===== src/rtl/alu_seq.sv =====
// rtl/alu_seq.sv - sequential ALU: single-cycle arithmetic/logic ops, bit-serial shifts
module alu_seq #(
    parameter int WIDTH = 8,
    parameter int SHW   = $clog2(WIDTH)
) (
    input  logic             clk,
    input  logic             rst,
    input  logic             in_valid,
    output logic             in_ready,
    input  logic [WIDTH-1:0] a,
    input  logic [WIDTH-1:0] b,
    input  logic [2:0]       op,
    input  logic [SHW-1:0]   s_amt,
    output logic             out_valid,
    input  logic             out_ready,
    output logic [WIDTH-1:0] result,
    output logic             zero,
    output logic             negative,
    output logic             carry,
    output logic             overflow
);

    localparam logic [2:0] OP_ADD = 3'b000;
    localparam logic [2:0] OP_SUB = 3'b001;
    localparam logic [2:0] OP_AND = 3'b010;
    localparam logic [2:0] OP_OR  = 3'b011;
    localparam logic [2:0] OP_XOR = 3'b100;
    localparam logic [2:0] OP_SHL = 3'b101;
    localparam logic [2:0] OP_SHR = 3'b110;
    localparam logic [2:0] OP_SRA = 3'b111;

    typedef enum logic [1:0] {IDLE, EXEC, DONE} state_t;

    state_t           state;
    state_t           state_nxt;
    logic [2:0]       op_r;
    logic [WIDTH-1:0] work;
    logic [SHW-1:0]   cnt;

    logic             accept;
    logic             is_shift;
    logic             shift_start;
    logic             last_step;
    logic [WIDTH-1:0] b_eff;
    logic [WIDTH:0]   sum;
    logic [WIDTH-1:0] alu_res;
    logic             alu_c;
    logic             alu_v;
    logic [WIDTH-1:0] step_val;
    logic             step_out;

    assign accept      = in_valid & in_ready;
    assign is_shift    = op[2] & (op[1] | op[0]);
    assign shift_start = is_shift && (s_amt != '0);
    assign last_step   = (cnt == SHW'(1));

    // Single-cycle result for everything except multi-step shifts; a zero-length shift passes a through
    always_comb begin
        b_eff   = (op == OP_SUB) ? ~b : b;
        sum     = {1'b0, a} + {1'b0, b_eff} + {{WIDTH{1'b0}}, (op == OP_SUB)};
        alu_res = a;
        alu_c   = 1'b0;
        alu_v   = 1'b0;
        case (op)
            OP_ADD, OP_SUB: begin
                alu_res = sum[WIDTH-1:0];
                alu_c   = sum[WIDTH];
                alu_v   = (a[WIDTH-1] == b_eff[WIDTH-1]) && (sum[WIDTH-1] != a[WIDTH-1]);
            end
            OP_AND:  alu_res = a & b;
            OP_OR:   alu_res = a | b;
            OP_XOR:  alu_res = a ^ b;
            default: alu_res = a;
        endcase
    end

    // One-bit shift of the working register; SRA refills with the current MSB, which is the original MSB
    always_comb begin
        step_val = work;
        step_out = 1'b0;
        case (op_r)
            OP_SHL: begin
                step_val = {work[WIDTH-2:0], 1'b0};
                step_out = work[WIDTH-1];
            end
            OP_SHR: begin
                step_val = {1'b0, work[WIDTH-1:1]};
                step_out = work[0];
            end
            OP_SRA: begin
                step_val = {work[WIDTH-1], work[WIDTH-1:1]};
                step_out = work[0];
            end
            default: begin
                step_val = work;
                step_out = 1'b0;
            end
        endcase
    end

    // State register
    always_ff @(posedge clk) begin
        if (rst) state <= IDLE;
        else     state <= state_nxt;
    end

    // Next-state logic
    always_comb begin
        state_nxt = state;
        case (state)
            IDLE:    if (accept) state_nxt = shift_start ? EXEC : DONE;
            EXEC:    if (last_step) state_nxt = DONE;
            DONE:    if (out_ready) state_nxt = IDLE;
            default: state_nxt = IDLE;
        endcase
    end

    // Handshake outputs decoded purely from the state register
    always_comb begin
        in_ready  = (state == IDLE);
        out_valid = (state == DONE);
    end

    // Operand capture, serial shifting, and result/flag update only on entry to DONE
    always_ff @(posedge clk) begin
        if (rst) begin
            op_r     <= '0;
            work     <= '0;
            cnt      <= '0;
            result   <= '0;
            zero     <= 1'b0;
            negative <= 1'b0;
            carry    <= 1'b0;
            overflow <= 1'b0;
        end else begin
            case (state)
                IDLE: begin
                    if (accept) begin
                        op_r <= op;
                        work <= a;
                        cnt  <= shift_start ? s_amt : '0;
                        if (!shift_start) begin
                            result   <= alu_res;
                            zero     <= (alu_res == '0);
                            negative <= alu_res[WIDTH-1];
                            carry    <= alu_c;
                            overflow <= alu_v;
                        end
                    end
                end
                EXEC: begin
                    work <= step_val;
                    cnt  <= cnt - SHW'(1);
                    if (last_step) begin
                        result   <= step_val;
                        zero     <= (step_val == '0);
                        negative <= step_val[WIDTH-1];
                        carry    <= step_out;
                        overflow <= 1'b0;
                    end
                end
                default: begin
                end
            endcase
        end
    end

endmodule


===== config.mk =====
export PLATFORM = sky130hd
export DESIGN_NAME = alu_seq
export DESIGN_NICKNAME = d
export VERILOG_FILES = /design/src/rtl/alu_seq.sv
export SDC_FILE = /design/constraint.sdc
export NUM_CORES = 1
export LEC_CHECK = 0
export ABC_AREA = 0
export CAP_MARGIN = 0
export CORE_ASPECT_RATIO = 1.5
export CORE_MARGIN = 2
export CORE_UTILIZATION = 54
export CTS_CLUSTER_DIAMETER = 30
export DETAILED_ROUTE_END_ITERATION = 10
export MAX_ROUTING_LAYER = met4
export PLACE_DENSITY = 0.93
export SLEW_MARGIN = 20
export SYNTH_ARGS = -nofsm -noshare
export SYNTH_HDL_FRONTEND = slang
export SYNTH_SLANG_ARGS = --single-unit
export TNS_END_PERCENT = 20

===== constraint.sdc =====
create_clock -name clk -period 4.08 [get_ports clk]
set_input_delay 0.612 -clock clk [delete_from_list [all_inputs] [get_ports clk]]
set_output_delay 0.612 -clock clk [all_outputs]
set_load 0.01 [all_outputs]

==> impl_metrics.py <==
metrics = {
    "routing": {
        "violation_count_after_the_first_detailed_routing_iteration": 150,
        "drt_pass1_iterations": 5,
        "drc": 0,
        "drt.antenna.violating_nets": 0,
        "detailroute.via_count": 2604,
        "viasPerCell": 6.51,
        "wl_per_cell_um": 16.8,
        "finalWirelength_um": 6730,
    },
    "power": {
        "power_per_standard_cell_area_nw_per_um2": 275,
        "combPwrFrac_pct": 40.4,
        "ir_worst_vdd_uv": 251,
        "leakage_nw": 1.18,
        "post-layout-total-power_mw": 0.786,
        "net-switching-power_mw": 0.284,
        "power_frac_clock_pct": 20.2,
        "power.switching_fraction_pct": 36.2,
        "internal_power_mw": 0.502,
        "power_frac_seq_pct": 39.4,
    },
    "synth": {
        "synth_sequential_area_ratio_pct": 22.5,
        "synthSimpleGateAreaFrac_pct": 21.1,
        "synth_compound_area_share_pct": 31.0,
        "post_synth_inst_count": 325,
        "mappedNetlistNets": 377,
        "synthesis.area_um2": 2410,
        "number_of_flops_mapped_to_enable_cells_by_yosys": 0,
        "yosysWarnings": 0,
        "synth_top_family_by_area": "compound AO/OA/AOI/OAI gates",
        "xor_xnor_share_of_the_synthesized_area_pct": 3.64,
        "avgSynthCellArea_um2": 7.40,
        "post_synth_fa_ha_maj_area_fraction_pct": 13.8,
        "post_synth_arst_share_pct": 0,
        "synth_cell_type_count": 55,
        "synth.mux.area_fraction_pct": 0.832,
        "ys.flop_type": "sky130_fd_sc_hd__dfxtp_1",
        "synth-seq-cells": 27,
    },
    "die": {
        "floorplan.initialDensity_pct": 56.7,
        "coreArea_um2": 4250,
        "cell_row_count": 29,
        "die_y_um": 85.8,
        "boundaryPins": 40,
        "chipWidth_um": 58.5,
        "die_area_um2": 5020,
    },
    "placement": {
        "dpl.hpwl_um": 5250,
        "place.port_buffers": 39,
        "gp_congestion": 0.970,
    },
    "worst_setup_path": {
        "worst-path-max-fanout": 5,
        "critical-path-top-cell-by-count": "sky130_fd_sc_hd__nor2_1",
        "cp-end-kind": "flop",
        "critical-path-max-stage-delay_ns": 0.43,
        "worst_path_dominant_cell_family": "simple AND/OR/NAND/NOR gates",
        "worst-setup-path-type": "in2reg",
        "ff2ff_setup_slack_ns": 1.64,
        "crit_cells": 13,
        "arrival_ns": 3.61,
        "number_of_buffers_and_inverters_on_the_critical_path": 2,
        "path_cells": "clkdlybuf4s50_1 > nor2_1 > nand2_1 > buf_4 > xnor2_1 > ha_1 > a21oi_1 > o21ai_0 > nor2_1 > mux2i_1 > nand3_1 > nand4b_1 > a311oi_2",
        "worst_ep_required_time_ns": 4.26,
        "critical_path.startpoint_type": "input port",
        "crit_path_top_delay_cell": "sky130_fd_sc_hd__clkdlybuf4s50_1",
        "r2r_cells": 5,
    },
    "cts": {
        "cts_hold_buffers": 0,
        "cts_buffers": 3,
        "post_cts.repair.setup_buffers": 0,
        "clock_path_buffers": 2,
        "post_cts_resized": 0,
        "tritoncts": "built",
        "cts_root_buf": "sky130_fd_sc_hd__clkbuf_8",
        "clock-sinks": 27,
        "path_clk_slew_ns": 0.10,
        "cts-htree-levels": 1,
        "worst_skew_pair.late_latency_ns": 0.28,
    },
    "cells_and_area": {
        "drive_above_1_share_pct": 5.65,
        "final_core_occ_pct": 67.3,
        "fin_nets": 407,
        "layout_common_cells": "sky130_fd_sc_hd__nand2_1 (44), sky130_fd_sc_hd__clkdlybuf4s50_1 (39), sky130_fd_sc_hd__nor2_1 (28), sky130_fd_sc_hd__a21oi_1 (28), sky130_fd_sc_hd__dfxtp_1 (27)",
        "syn2layout_area_growth_pct": 18.8,
        "diodes": 0,
        "most_common_library_cell_in_the_layout_ignoring_fill_and_taps": "sky130_fd_sc_hd__nand2_1",
    },
    "global_route": {
        "grt_first_pass_wirelength_um": 11200,
        "grt_max_degree": 28,
        "antenna_found_initial": 0,
        "globalRouteTotalUtil_pct": 29.3,
        "overflow_after_grt": 0,
        "grt_pass1_vias": 2484,
    },
    "flow_run": {
        "timing.max_cap.violations": 0,
    },
    "sta": {
        "setup_total_negative_slack_ns": 0,
        "rsz_0062_raised_after_global_routing": "false",
        "layout_worst_path_cycle_share_pct": 83.9,
        "slew_viol_final": 0,
        "layout_min_cycle_time_ns": 3.42,
        "fmax_ghz": 0.292,
        "worst-slew-pin-transition_ns": 1.06,
        "setup_viol": 0,
        "worst_clock_skew_ns": 0.00867,
        "finalHoldViolations": 0,
        "slew_headroom_pct": 28.9,
    },
    "status": {
        "run_status": "completed",
    },
    "hold_path": {
        "hold_depth": 2,
        "hold_path_class": "reg2reg",
    },
}
-- metrics by stage --
step                      setup slack [ns]  area [um2]  std cells  hold WS, ns
final                                0.656        2860        400        0.455
after floorplan                      0.740        2410        325        0.470
after detailed placement             0.424        2810        396        0.443
after global placement               0.523        2810        396        0.439
after CTS                            0.702        2860        400        0.456
after global routing                 0.380        2860        400        0.479
-- flip-flops by register name, summed over array words and instances (netlist names) --
register	count
overflow	1
cnt	3
work	8
carry	1
result	8
zero	1
state	2
op_r	3
-- path summary, 6_finish.rpt --
path                   from   endpoint
setup / recovery      op[2]       zero
setup reg to reg    op_r[2]       zero
hold reg to reg   result[3]  result[3]
hold / removal    result[3]  result[3]
-- routing by layer --
layer / track usage (%) / wire [um] / up-vias
li1: - / - / 1219
met1: 32.5 / 2310 / 1177
met2: 48.3 / 3490 / 167
met3: 3.02 / 504 / 41
met4: 19.7 / 416 / 0
met5: - / 0 / -
-- kinds of logic after synthesis --
kind of cell / count (synthesis)
DFF: 27
adders and majority gates: 26
buffers and inverters: 43
muxes: 2
AOI/OAI and AO/OA: 108
and+or+nand+nor: 109
xor gates and xnor gates: 10
-- layout make-up --
type | instances | area [um2]
sequential | 27 | 541
timing repair buffer | 45 | 435
multi-input combinational | 255 | 1690
clock buffer | 4 | 45.0
tap | 46 | 57.6
inverter | 23 | 86.3
fill | 353 | 1390
-- worst min-delay path: stages, from the launching register on --
cell	delay, ns
sky130_fd_sc_hd__dfxtp_1	0.32
sky130_fd_sc_hd__nand2_1	0.05
sky130_fd_sc_hd__a21oi_1	0.05
-- synth_stat cells (7+ instances only) --
library cell	number	area (um2)
sky130_fd_sc_hd__a21oi_1	28	140
sky130_fd_sc_hd__a22oi_1	11	82.6
sky130_fd_sc_hd__clkbuf_1	13	48.8
sky130_fd_sc_hd__dfxtp_1	27	541
sky130_fd_sc_hd__ha_1	25	313
sky130_fd_sc_hd__inv_1	23	86.3
sky130_fd_sc_hd__nand2_1	44	165
sky130_fd_sc_hd__nor2_1	28	105
sky130_fd_sc_hd__nor2b_1	7	43.8
sky130_fd_sc_hd__o21ai_0	11	55.1
sky130_fd_sc_hd__o22ai_1	7	43.8
sky130_fd_sc_hd__xnor2_1	8	70.1
-- power groups by stage --
stage	clock (mW)	combinational, mW	sequential [mW]
6_report	0.159	0.318	0.310
5_1_grt	0.167	0.349	0.313
4_1_cts	0.154	0.313	0.309
3_5_place_dp	0	0.312	0.315
3_3_place_gp	0	0.302	0.314
2_1_floorplan	0	0.202	0.312
No activity file was read; power rests on OpenSTA's default activity.
